[src/rtl/ps2_pkg.sv]
// Shared PS/2 host definitions: transmit state encoding, 50 MHz timing defaults,
// frame geometry and the odd-parity helper.
package ps2_pkg;

    localparam int PS2_INHIBIT_CYCLES_50M = 5000;
    localparam int PS2_TIMEOUT_CYCLES_50M = 750000;
    localparam int PS2_FRAME_LEN          = 11;
    localparam int PS2_DATA_BITS          = 8;

    typedef enum logic [2:0] {
        ST_IDLE,
        ST_INHIBIT,
        ST_START,
        ST_SHIFT,
        ST_ACK,
        ST_WAIT_IDLE
    } ps2_tx_state_e;

    function automatic logic ps2_odd_parity(input logic [7:0] data);
        return ~^data;
    endfunction

endpackage

[src/rtl/ps2_edge_sync.sv]
// Two-flop synchronizers for the raw PS/2 clock and data lines plus a one-cycle
// pulse on each synchronized falling edge of the clock line.
module ps2_edge_sync (
    input  logic clock,
    input  logic reset,
    input  logic i_clk_raw,
    input  logic i_data_raw,
    output logic o_clk,
    output logic o_data,
    output logic o_clk_fall
);

    logic [1:0] r_clk_sync;
    logic [1:0] r_data_sync;
    logic       r_clk_prev;

    // Idle PS/2 lines float high, so every flop comes out of reset at 1.
    always_ff @(posedge clock or posedge reset) begin
        if (reset) begin
            r_clk_sync  <= 2'b11;
            r_data_sync <= 2'b11;
            r_clk_prev  <= 1'b1;
        end else begin
            r_clk_sync  <= {r_clk_sync[0], i_clk_raw};
            r_data_sync <= {r_data_sync[0], i_data_raw};
            r_clk_prev  <= r_clk_sync[1];
        end
    end

    assign o_clk      = r_clk_sync[1];
    assign o_data     = r_data_sync[1];
    assign o_clk_fall = r_clk_prev & ~r_clk_sync[1];

endmodule

[src/rtl/ps2_host_tx.sv]
// PS/2 host-to-device command transmitter: inhibit, request-to-send, shift 8 data
// bits + odd parity + stop on device clock edges, then check the device ack.
// Board wiring per line: pad = oe ? 1'b0 : 1'bz; busy gates the receiver.
//
// state        | meaning
// -------------+-----------------------------------------------------------
// ST_IDLE      | lines released, tx_ready high, waiting for tx_valid
// ST_INHIBIT   | clock held low INHIBIT_CYCLES; data pulled low in last cycle
// ST_START     | clock released, data low (start bit), timeout armed
// ST_SHIFT     | drive data/parity/stop on device falling edges 1..10
// ST_ACK       | sample device ack on falling edge 11
// ST_WAIT_IDLE | wait for both lines high, then report done
module ps2_host_tx
    import ps2_pkg::*;
#(
    parameter int INHIBIT_CYCLES = PS2_INHIBIT_CYCLES_50M,
    parameter int TIMEOUT_CYCLES = PS2_TIMEOUT_CYCLES_50M
) (
    input  logic       clock,
    input  logic       reset,
    input  logic       tx_valid,
    input  logic [7:0] tx_data,
    output logic       tx_ready,
    input  logic       ps2_clk_in,
    input  logic       ps2_data_in,
    output logic       ps2_clk_oe,
    output logic       ps2_data_oe,
    output logic       tx_done,
    output logic       tx_error,
    output logic       busy
);

    localparam int INH_W = (INHIBIT_CYCLES > 1) ? $clog2(INHIBIT_CYCLES) : 1;
    localparam int TMO_W = (TIMEOUT_CYCLES > 1) ? $clog2(TIMEOUT_CYCLES) : 1;
    localparam logic [INH_W-1:0] INH_LOAD = INH_W'(INHIBIT_CYCLES - 1);
    localparam logic [TMO_W-1:0] TMO_LOAD = TMO_W'(TIMEOUT_CYCLES - 1);
    // Bit counter holds (edge number - 1) when an edge arrives.
    localparam logic [3:0] PARITY_IDX = 4'(PS2_DATA_BITS);
    localparam logic [3:0] STOP_IDX   = 4'(PS2_FRAME_LEN - 2);

    ps2_tx_state_e    r_state, w_state_nxt;
    logic [7:0]       r_data, w_data_nxt;
    logic             r_parity, w_parity_nxt;
    logic [3:0]       r_bit_cnt, w_bit_cnt_nxt;
    logic [INH_W-1:0] r_inh_cnt, w_inh_cnt_nxt;
    logic [TMO_W-1:0] r_tmo_cnt, w_tmo_cnt_nxt;
    logic             r_data_oe, w_data_oe_nxt;

    logic w_clk_lvl;
    logic w_data_lvl;
    logic w_clk_fall;

    ps2_edge_sync u_sync (
        .clock      (clock),
        .reset      (reset),
        .i_clk_raw  (ps2_clk_in),
        .i_data_raw (ps2_data_in),
        .o_clk      (w_clk_lvl),
        .o_data     (w_data_lvl),
        .o_clk_fall (w_clk_fall)
    );

    always_ff @(posedge clock or posedge reset) begin
        if (reset) begin
            r_state   <= ST_IDLE;
            r_data    <= '0;
            r_parity  <= 1'b0;
            r_bit_cnt <= '0;
            r_inh_cnt <= '0;
            r_tmo_cnt <= '0;
            r_data_oe <= 1'b0;
        end else begin
            r_state   <= w_state_nxt;
            r_data    <= w_data_nxt;
            r_parity  <= w_parity_nxt;
            r_bit_cnt <= w_bit_cnt_nxt;
            r_inh_cnt <= w_inh_cnt_nxt;
            r_tmo_cnt <= w_tmo_cnt_nxt;
            r_data_oe <= w_data_oe_nxt;
        end
    end

    always_comb begin
        w_state_nxt   = r_state;
        w_data_nxt    = r_data;
        w_parity_nxt  = r_parity;
        w_bit_cnt_nxt = r_bit_cnt;
        w_inh_cnt_nxt = r_inh_cnt;
        w_tmo_cnt_nxt = r_tmo_cnt;
        w_data_oe_nxt = r_data_oe;
        tx_ready      = 1'b0;
        busy          = 1'b1;
        ps2_clk_oe    = 1'b0;
        ps2_data_oe   = 1'b0;
        tx_done       = 1'b0;
        tx_error      = 1'b0;

        case (r_state)
            ST_IDLE: begin
                tx_ready = 1'b1;
                busy     = 1'b0;
                if (tx_valid) begin
                    w_data_nxt    = tx_data;
                    w_parity_nxt  = ps2_odd_parity(tx_data);
                    w_bit_cnt_nxt = '0;
                    w_inh_cnt_nxt = INH_LOAD;
                    w_state_nxt   = ST_INHIBIT;
                end
            end
            ST_INHIBIT: begin
                ps2_clk_oe = 1'b1;
                if (r_inh_cnt == '0) begin
                    ps2_data_oe = 1'b1;
                    w_state_nxt = ST_START;
                end else begin
                    w_inh_cnt_nxt = r_inh_cnt - 1'b1;
                end
            end
            ST_START: begin
                ps2_data_oe   = 1'b1;
                w_data_oe_nxt = 1'b1;
                w_tmo_cnt_nxt = TMO_LOAD;
                w_state_nxt   = ST_SHIFT;
            end
            ST_SHIFT: begin
                ps2_data_oe = r_data_oe;
                if (w_clk_fall) begin
                    w_bit_cnt_nxt = r_bit_cnt + 1'b1;
                    if (r_bit_cnt < PARITY_IDX) begin
                        w_data_oe_nxt = ~r_data[r_bit_cnt[2:0]];
                    end else if (r_bit_cnt < STOP_IDX) begin
                        w_data_oe_nxt = ~r_parity;
                    end else begin
                        w_data_oe_nxt = 1'b0;
                        w_state_nxt   = ST_ACK;
                    end
                end
            end
            ST_ACK: begin
                if (w_clk_fall) begin
                    if (!w_data_lvl) begin
                        w_state_nxt = ST_WAIT_IDLE;
                    end else begin
                        tx_error    = 1'b1;
                        w_state_nxt = ST_IDLE;
                    end
                end
            end
            ST_WAIT_IDLE: begin
                if (w_clk_lvl && w_data_lvl) begin
                    tx_done     = 1'b1;
                    w_state_nxt = ST_IDLE;
                end
            end
            default: begin
                w_state_nxt = ST_IDLE;
            end
        endcase

        // Timeout overrides whatever the frame logic decided this cycle.
        if (r_state inside {ST_SHIFT, ST_ACK, ST_WAIT_IDLE}) begin
            if (r_tmo_cnt == '0) begin
                tx_error      = 1'b1;
                tx_done       = 1'b0;
                ps2_clk_oe    = 1'b0;
                ps2_data_oe   = 1'b0;
                w_data_oe_nxt = 1'b0;
                w_state_nxt   = ST_IDLE;
            end else begin
                w_tmo_cnt_nxt = r_tmo_cnt - 1'b1;
            end
        end
    end

endmodule

[config.mk]
export PLATFORM = sky130hd
export DESIGN_NAME = ps2_host_tx
export DESIGN_NICKNAME = d
export VERILOG_FILES = /design/src/rtl/ps2_pkg.sv /design/src/rtl/ps2_edge_sync.sv /design/src/rtl/ps2_host_tx.sv
export SDC_FILE = /design/constraint.sdc
export NUM_CORES = 1
export LEC_CHECK = 0
export ABC_AREA = 1
export BUFFER_PORTS_ARGS = -buffer_cell sky130_fd_sc_hd__buf_2
export CAP_MARGIN = 10
export CORE_AREA = 3 3 91 93
export CTS_BUF_LIST = sky130_fd_sc_hd__clkbuf_8
export DETAILED_ROUTE_END_ITERATION = 16
export DIE_AREA = 0 0 94 96
export SLEW_MARGIN = 40
export SYNTH_ARGS = -nofsm -noshare
export SYNTH_HDL_FRONTEND = slang
export SYNTH_SLANG_ARGS = --single-unit
[constraint.sdc]
create_clock -name clock -period 2.5 [get_ports clock]
set_clock_uncertainty 0.15 [all_clocks]
set_input_delay 0.5 -clock clock [delete_from_list [all_inputs] [get_ports clock]]
set_output_delay 0.5 -clock clock [all_outputs]
set_load 0.02 [all_outputs]
==> results of run 1 <==
cells by family after synthesis:
kind of cell,Yosys count,share of synthesized area (%)
AO/OA/AOI/OAI,64,11.6
XOR/XNOR,21,5.65
adder cells (fa/ha/maj),5,1.92
buffers and inverters,59,8.07
flip-flops,55,42.5
AND/OR/NAND/NOR,213,30.3
Yosys cell counts, types with 2 or more instances:
library cell  instances
nand2_4               3
o21ai_1               2
buf_6                 5
nand3_1              30
nor2_1               51
ha_1                  5
o21bai_1              3
nand2_1              97
a21oi_1              13
nor3_1                9
nand4_1               4
nand3b_1              5
inv_2                 4
nand2_2               3
o31ai_1               6
dfrtp_1              50
xor2_1               13
xnor2_1               8
o22ai_1               4
o21ai_2               4
dfstp_2               5
nor2_2                3
inv_1                48
o21ai_0              28
nand3_4               2
nand3_2               2
timing repair:
item / 4_1_cts / 5_1_grt
pin swaps: 0 / 4
resized for setup: 3 / 13
endpoints found under the setup margin: 2 / 3
setup buffers: 0 / 14
power breakdown:
| part | internal [mW] | total (mW) | switching (mW) |
|---|---|---|---|
| Clock | 0.221 | 0.512 | 0.291 |
| Combinational | 0.0223 | 0.0565 | 0.0342 |
| Sequential | 0.896 | 0.899 | 0.00235 |
area by class of cell:
class                      count  area share [%]
clock buffer                   6            2.24
tap                          102            3.46
multi-input combinational    303            44.7
inverter                      54            5.69
clock inverter                 2           0.237
sequential                    55            37.5
timing repair buffer          36            6.17
state kept, by name, indices dropped and copies added, names as in the netlist, 2 cells and up:
| name | count |
|---|---|
| u_sync.r_clk_sync | 2 |
| r_bit_cnt | 4 |
| r_inh_cnt | 13 |
| r_data | 8 |
| r_tmo_cnt | 20 |
| r_state | 3 |
| u_sync.r_data_sync | 2 |
stage by stage:
| stage | setup slack [ns] | power [mW] | util [%] |
|---|---|---|---|
| after global placement | 0.326 | 0.973 | 45.3 |
| after CTS | 0.0289 | 1.49 | 46.7 |
| after detailed placement | 0.262 | 0.975 | 45.3 |
| final | 0.106 | 1.47 | 48.5 |
| after global routing | 0.00512 | 1.53 | 48.5 |
| after floorplan | 0.422 | 0.949 | - |
how the worst max path moves through the flow:
| stage | start | to | slack (ns) | depth (start not counted) |
|---|---|---|---|---|
| after floorplan | r_tmo_cnt[0]$_DFF_PP0_ | tx_error | 0.42 | 6 |
| after global placement | r_tmo_cnt[0]$_DFF_PP0_ | ps2_data_oe | 0.33 | 8 |
| after detailed placement | r_tmo_cnt[0]$_DFF_PP0_ | ps2_data_oe | 0.26 | 8 |
| after CTS | r_tmo_cnt[0]$_DFF_PP0_ | ps2_data_oe | 0.03 | 8 |
| after global routing | r_state[0]$_DFF_PP0_ | ps2_data_oe | 0.005 | 7 |
| final | r_tmo_cnt[2]$_DFF_PP0_ | ps2_data_oe | 0.11 | 7 |
metal layers:
metal	up-vias	GRT usage [%]	routed length (µm)
met5	-	0	0
met4	0	4.57	86
met1	1324	21.2	3280
li1	1422	-	-
met3	9	2.66	210
met2	46	29.5	3450
==> reports/metrics.csv, run 1 <==
metric,value,unit
outcome,finished clean,
num_io_pins,19,
routed_wl,7030,µm
num_vias,2801,
cts.reportedPaths.clkPinSlew,0.10,ns
portBuffers,18,
place_congestion,0.847,
arrival,1.74,ns
maxCapViolCount,0,
cts-root-buf,clkbuf_8,
r2r-start,r_tmo_cnt[2]$_DFF_PP0_,
vias_per_cell,5.02,
ir_worst_vdd,0.207,mV
worstRegToRegCells,6,
worst-r2r-setup-slack,0.47,ns
synth_top_area_share,38.4,%
fillers,770,
cp_max_fo,6,
layout_common_cells,"nand2_1 (97), dfrtp_1 (49), nor2_1 (45)",
powerDensity,397,nW/µm²
place_inst,536,
die-area,9020,µm²
synth_cell_types,36,
synth_area,3250,µm²
dpl-instance-area,3450,µm²
numCtsBuffers,5,
drt-pass1-iter-count,4,
synth_top_area_cell,dfrtp_1,
dieHeight,96,µm
cp_cell_sequence,nor2_2 > nand3_4 > nor2_4 > nand4_4 > o22ai_2 > inv_1 > buf_4,
min_period,2.39,ns
critPathTopFamily,simple AND/OR/NAND/NOR gates,
syn2layout_area_growth,13.4,%
hold_viol,0,
critPathKind,flop to output pin,
drc,0,
row_count,32,
start_kind,flop,
fin_tns_setup,0,ns
wl_per_cell,12.6,µm
max_freq,418,MHz
stdcell_area,3690,µm²
cp_slowest_cell,dfrtp_1,
antenna_found_initial,0,
end_kind,output pin,
insertion_delay,0.31,ns
drtIter0Drc,104,
required,1.85,ns
grt_use_total,16.7,%
dp_hpwl,5090,µm
regArea,1380,µm²
period_share,95.7,%
setup_violations,0,
final_common_cell,nand2_1,
yosysSeqAreaShare,42.5,%
htree_levels,2,
hold_class,primary input to async pin,
netlist_instances,417,
slew_violations,0,
cts_tree,done,
core_area,7610,µm²
first_global_vias,2640,
grt_first_pass_wirelength,12100,µm
antenna_left,0,
fp.dieW,94,µm
grt_max_degree,29,
insertedDiodeCount,0,
holdBufCountCts,0,
stdcell_count,558,
drive_above_1_share,19.3,%
synth_area_leaders,"dfrtp_1 (38%), nand2_1 (11%), nor2_1 (5.9%)",
path_buf_inv,2,
whs,0.0957,ns
start_util,42.8,%
r2r-end,r_tmo_cnt[15]$_DFF_PP0_,
clk_path_buf_depth,2,
yosysWarningCount,0,
synth_edf_count,0,
nets,473,
tightest_slew,0.591,ns
overflow,0,
slew_headroom,60.5,%
synth_top_flop_cell,dfrtp_1,
numClockSinks,55,
leakagePower,1.95,nW
multi_input_area,1650,µm²
syn_nets,435,
rsz0062_at_grt,false,
critical_path.max_stage_delay,0.43,ns
ys_async_sr_fraction,100,%
synth_area_per_cell,7.80,µm²
synth-seq-cells,55,
Power figures use the tool's default switching activity.
==> inputs of run 2 (changes only) <==
--- a/config.mk
+++ b/config.mk
@@ -8,10 +8,14 @@
 export ABC_AREA = 1
 export BUFFER_PORTS_ARGS = -buffer_cell sky130_fd_sc_hd__buf_2
 export CAP_MARGIN = 10
-export CORE_AREA = 3 3 91 93
+export CELL_PAD_IN_SITES_DETAIL_PLACEMENT = 0
+export CELL_PAD_IN_SITES_GLOBAL_PLACEMENT = 2
+export CORE_AREA = 3 3 97 99
 export CTS_BUF_LIST = sky130_fd_sc_hd__clkbuf_8
 export DETAILED_ROUTE_END_ITERATION = 16
-export DIE_AREA = 0 0 94 96
+export DIE_AREA = 0 0 100 102
+export MAX_ROUTING_LAYER = met4
+export PLACE_DENSITY_LB_ADDON = 0.1
 export SLEW_MARGIN = 40
 export SYNTH_ARGS = -nofsm -noshare
 export SYNTH_HDL_FRONTEND = slang
==> reports/metrics.csv, run 2 (synthesized netlist as in run 1, its figures left out) <==
metric,value,unit,change
final_util,42.7,%,-5.8 points
maxCapViolCount,0,,unchanged
cts-root-buf,clkbuf_8,,
required,1.85,ns,about the same
vias_per_cell,4.83,,-3.8%
fillers,901,,+17%
final_common_cell,nand2_1,,
num_io_pins,19,,unchanged
grt_first_pass_wirelength,12900,µm,+6.8%
tightest_slew,0.482,ns,-0.109 ns
start_kind,flop,,
overflow,0,,unchanged
dpl-instance-area,3460,µm²,+0.36%
slew_headroom,67.6,%,+7.1 points
numCtsBuffers,5,,unchanged
antenna_found_initial,0,,unchanged
htree_levels,2,,unchanged
period_share,94.9,%,-0.81 points
critPathKind,flop to output pin,,
p_clk_share,33.8,%,-1.1 points
nets,469,,-0.85%
regArea,1380,µm²,unchanged
hold_class,primary input to async pin,,
drive_above_1_share,19.0,%,-0.27 points
end_kind,output pin,,
arrival,1.72,ns,-0.02 ns
cts_tree,done,,
top_register,r_tmo_cnt,,
stdcell_count,560,,+0.36%
insertedDiodeCount,0,,unchanged
powerDensity,392,nW/µm²,-1.3%
layout_common_cells,"nand2_1 (96), dfrtp_1 (49), inv_1 (44), nor2_1 (44), nand3_1 (30)",,
rsz0062_at_grt,false,,
fin_tns_setup,0,ns,unchanged
multi_input_area,1670,µm²,+0.91%
clk_path_buf_depth,2,,unchanged
place_congestion,0.791,,-6.6%
dieHeight,102,µm,+6.3%
ir_worst_vdd,0.207,mV,+0.19%
holdBufCountCts,0,,unchanged
die-area,10200,µm²,+13%
max_freq,421,MHz,+0.85%
first_global_vias,2645,,+0.19%
routed_wl,7470,µm,+6.3%
drc,0,,unchanged
portBuffers,18,,unchanged
fp.dieW,100,µm,+6.4%
p_seq_share,62.1,%,+0.8 points
start_util,37.7,%,-5.1 points
cp_cell_sequence,inv_2 > ha_4 > nand3_4 > nor2_4 > nand4_4 > o22ai_2 > inv_1 > buf_2,,
grt_use_total,16.2,%,-0.44 points
insertion_delay,0.31,ns,about the same
antenna_left,0,,unchanged
critical_path.max_stage_delay,0.38,ns,-0.05 ns
wl_per_cell,13.3,µm,+5.9%
cp_max_fo,6,,unchanged
p_comb_share,4.1,%,+0.2 points
min_period,2.37,ns,-0.0202 ns
drt-pass1-iter-count,4,,unchanged
grt_max_degree,38,,+31%
switching_share,23.1,%,+0.76 points
cp_slowest_cell,dfrtp_1,,
leakagePower,1.94,nW,-0.84%
hold_viol,0,,unchanged
place_inst,541,,+0.93%
syn2layout_area_growth,13.3,%,
outcome,finished clean,,
largestRegisters,"r_tmo_cnt x20, r_inh_cnt x13, r_data x8",,
internal-power,1.11,mW,-2.3%
core_area,8640,µm²,+14%
largest_register_ff_count,20,,unchanged
drtIter0Drc,38,,-63%
cts.reportedPaths.clkPinSlew,0.10,ns,about the same
slew_violations,0,,unchanged
num_vias,2705,,-3.4%
numClockSinks,55,,unchanged
p_switching,334,µW,+2.0%
setup_violations,0,,unchanged
dp_hpwl,5400,µm,+6.1%
stdcell_area,3690,µm²,-0.10%
row_count,34,,+6.3%
==> run 2: cell count changes in the layout (fill, tap and decap cells not counted), sizes merged <==
cell      before  now
buf           36   32
clkbuf         6    5
clkinvlp       1    2
==> run 2: timing repair <==
| item | CTS | global route |
|---|---|---|
| pin swaps | 0 | 5 |
| gates resized for setup | 4 | 15 |
| cloned | 0 | 0 |
| buffers inserted | 0 | 11 |
| endpoints found under the setup margin | 3 | 3 |
==> run 2: metrics by stage <==
stage | power, mW | hold WS (ns) | setup slack (ns)
6_report | 1.45 | 0.0330 | 0.127
3_5_place_dp | 0.978 | 0.197 | 0.267
4_1_cts | 1.49 | 0.0339 | 0.00609
2_1_floorplan | 0.949 | 0.195 | 0.422
5_1_grt | 1.52 | 0.0386 | 0.00212
3_3_place_gp | 0.978 | 0.196 | 0.303
==> run 2: final timing paths <==
kind,startpoint,end,slack [ns],cells past startpoint
setup / recovery,r_tmo_cnt[0]$_DFF_PP0_,ps2_data_oe,0.13,8
setup reg to reg,r_tmo_cnt[0]$_DFF_PP0_,r_tmo_cnt[15]$_DFF_PP0_,0.48,7
max in group asynchronous,reset,u_sync.r_data_sync[1]$_DFF_PP1_,1.56,3
hold / removal,reset,r_tmo_cnt[19]$_DFF_PP0_,0.03,2
min in group clock,ps2_clk_in,u_sync.r_clk_sync[0]$_DFF_PP1_,0.13,1
hold reg to reg,u_sync.r_data_sync[0]$_DFF_PP1_,u_sync.r_data_sync[1]$_DFF_PP1_,0.21,0
==> run 2: area by class of cell <==
| type | count | area share (%) |
|---|---|---|
| Clock buffer | 5 | 1.87 |
| Clock inverter | 3 | 0.441 |
| Sequential cell | 55 | 37.5 |
| Timing Repair Buffer | 32 | 5.63 |
| Tap cell | 108 | 3.66 |
| Inverter | 54 | 5.70 |
| Multi-Input combinational cell | 303 | 45.2 |
==> run 2: critical path: cells and delay by family, from the launching register on <==
kind | cells | cell delay, ns
fa+ha+maj | 1 | 0.18
flops | 1 | 0.38
compound gates | 1 | 0.16
simple gates | 3 | 0.38
buf+inv | 3 | 0.31
==> run 2: power by group through the flow <==
stage / Clock, mW / Sequential, mW / Combinational (mW)
global route: 0.554 / 0.900 / 0.0686
floorplan: 0 / 0.915 / 0.0334
global placement: 0 / 0.916 / 0.0619
finish: 0.489 / 0.899 / 0.0594
CTS: 0.524 / 0.899 / 0.0623
detailed placement: 0 / 0.916 / 0.0618
==> run 2: routing by layer <==
metal | GRT usage, % | vias to the layer above | share of wire, %
li1 | - | 1423 | -
met2 | 26.4 | 25 | 48
met3 | 2.25 | 10 | 2.1
met1 | 21.3 | 1247 | 48
met5 | - | - | 0
met4 | 4.56 | 0 | 1.4
==> inputs of run 3 (changes only) <==
--- a/config.mk
+++ b/config.mk
@@ -15,7 +15,7 @@
 export DETAILED_ROUTE_END_ITERATION = 16
 export DIE_AREA = 0 0 100 102
 export MAX_ROUTING_LAYER = met4
-export PLACE_DENSITY_LB_ADDON = 0.1
+export PLACE_DENSITY = 0.93
 export SLEW_MARGIN = 40
 export SYNTH_ARGS = -nofsm -noshare
 export SYNTH_HDL_FRONTEND = slang
==> reports/metrics.csv, run 3 (synthesized netlist as in run 1, its figures left out) <==
metric,value,unit,change
largestRegisters,"r_tmo_cnt x20, r_inh_cnt x13, r_data x8",,
grt_first_pass_wirelength,11900,µm,-7.5%
hold_class,primary input to flop,,
cp_max_fo,6,,unchanged
num_vias,2750,,+1.7%
vias_per_cell,4.86,,+0.59%
slew_headroom,70.8,%,+3.2 points
critPathKind,flop to output pin,,
dieHeight,102,µm,unchanged
drive_above_1_share,19.7,%,+0.62 points
antenna_left,0,,unchanged
required,1.85,ns,about the same
dpl-instance-area,3470,µm²,+0.22%
routed_wl,7060,µm,-5.5%
die-area,10200,µm²,unchanged
hold_viol,0,,unchanged
dp_hpwl,5010,µm,-7.3%
htree_levels,2,,unchanged
cts.reportedPaths.clkPinSlew,0.11,ns,about the same
powerDensity,389,nW/µm²,-0.74%
largest_register_ff_count,20,,unchanged
insertion_delay,0.31,ns,about the same
leakagePower,1.97,nW,+1.6%
insertedDiodeCount,0,,unchanged
numCtsBuffers,5,,unchanged
end_kind,output pin,,
numClockSinks,55,,unchanged
overflow,0,,unchanged
whs,0.127,ns,+0.0942 ns
core_area,8640,µm²,unchanged
first_global_vias,2606,,-1.5%
clk_path_buf_depth,2,,unchanged
arrival,1.75,ns,+0.03 ns
start_util,37.7,%,unchanged
stdcell_area,3760,µm²,+1.9%
min_period,2.40,ns,+0.0286 ns
start_kind,flop,,
slew_violations,0,,unchanged
drc,0,,unchanged
drt-pass1-iter-count,4,,unchanged
final_common_cell,nand2_1,,
layout_common_cells,"nand2_1 (97), dfrtp_1 (48), nor2_1 (47)",,
place_congestion,0.813,,+2.8%
tightest_slew,0.438,ns,-0.0444 ns
fin_tns_setup,0,ns,unchanged
cts-root-buf,clkbuf_8,,
nets,475,,+1.3%
row_count,34,,unchanged
ir_worst_vdd,0.200,mV,-3.4%
grt_max_degree,43,,+13%
outcome,finished clean,,
syn2layout_area_growth,15.4,%,
top_register,r_tmo_cnt,,
drtIter0Drc,85,,+120%
period_share,96.1,%,+1.1 points
cts_tree,done,,
maxCapViolCount,0,,unchanged
max_freq,416,MHz,-1.2%
fp.dieW,100,µm,unchanged
num_io_pins,19,,unchanged
setup_violations,0,,unchanged
grt_use_total,14.7,%,-1.6 points
fillers,923,,+2.4%
wl_per_cell,12.5,µm,-6.5%
antenna_found_initial,0,,unchanged
final_util,43.5,%,+0.80 points
portBuffers,18,,unchanged
==> run 3: changes by cell type in the layout (fill, tap and decap cells not counted), moves of 2 or more <==
| cell | before | now |
|---|---|---|
| nor2_2 | 9 | 4 |
| nor2_1 | 44 | 47 |
| nor2_4 | 2 | 4 |
| buf_4 | 13 | 19 |
==> run 3: cell type report <==
| cell class | count | area [µm²] | area share [%] |
|---|---|---|---|
| Multi-Input combinational cell | 303 | 1680 | 44.7 |
| Sequential cell | 55 | 1390 | 36.9 |
| Tap cell | 108 | 135 | 3.60 |
| Clock buffer | 5 | 68.8 | 1.83 |
| Clock inverter | 3 | 20.0 | 0.533 |
| Inverter | 54 | 210 | 5.60 |
| Timing Repair Buffer | 38 | 258 | 6.86 |
==> run 3: path summary, 6_finish.rpt <==
check                                                from                               to  slack [ns]  depth (start not counted)
min reg2reg                u_sync.r_clk_sync[0]$_DFF_PP1_   u_sync.r_clk_sync[1]$_DFF_PP1_        0.21                          0
max reg2reg                        r_tmo_cnt[1]$_DFF_PP0_          r_tmo_cnt[14]$_DFF_PP0_        0.55                         11
min                                           ps2_data_in  u_sync.r_data_sync[0]$_DFF_PP1_        0.13                          1
min in group asynchronous                           reset          r_tmo_cnt[11]$_DFF_PP0_        0.53                          3
max in group asynchronous                           reset  u_sync.r_data_sync[1]$_DFF_PP1_        1.08                          4
max                                r_tmo_cnt[1]$_DFF_PP0_                      ps2_data_oe         0.1                          8
==> run 3: metal layers <==
| layer | vias to the layer above | track usage [%] | share of wire [%] |
|---|---|---|---|
| met5 | - | - | 0 |
| met4 | 0 | 2.80 | 0.76 |
| met3 | 7 | 2.46 | 2.1 |
| met2 | 22 | 24.8 | 49 |
| met1 | 1289 | 18.7 | 48 |
| li1 | 1432 | - | - |
==> run 3: timing repair <==
action | 4_1_cts | 5_1_grt
hold endpoints to repair | 13 | 0
pin swaps | 0 | 4
gates resized for setup | 1 | 20
setup endpoints to repair | 2 | 3
hold buffers | 1 | 0
buffers inserted | 0 | 15
==> run 3: critical path, stage by stage (launching register included) <==
cell and delay, ns:
dfrtp_1 0.40, inv_2 0.08, ha_4 0.14, nand3_4 0.10, nor2_4 0.15, nand4_4 0.16, o22ai_4 0.18, inv_1 0.06
buf_4 0.15
==> run 3: stage by stage <==
| step | setup WS (ns) | cells | power, mW |
|---|---|---|---|
| 3_3_place_gp | 0.358 | 542 | 0.975 |
| 3_5_place_dp | 0.293 | 542 | 0.976 |
| 6_report | 0.0980 | 566 | 1.46 |
| 5_1_grt | -0.00401 | 566 | 1.53 |
| 4_1_cts | -0.0150 | 551 | 1.49 |
| 2_1_floorplan | 0.422 | 417 | 0.949 |
==> run 3: power breakdown <==
part,internal [mW],switching (mW)
logic,0.0245,0.0347
registers,0.896,0.00250
clock network,0.196,0.309
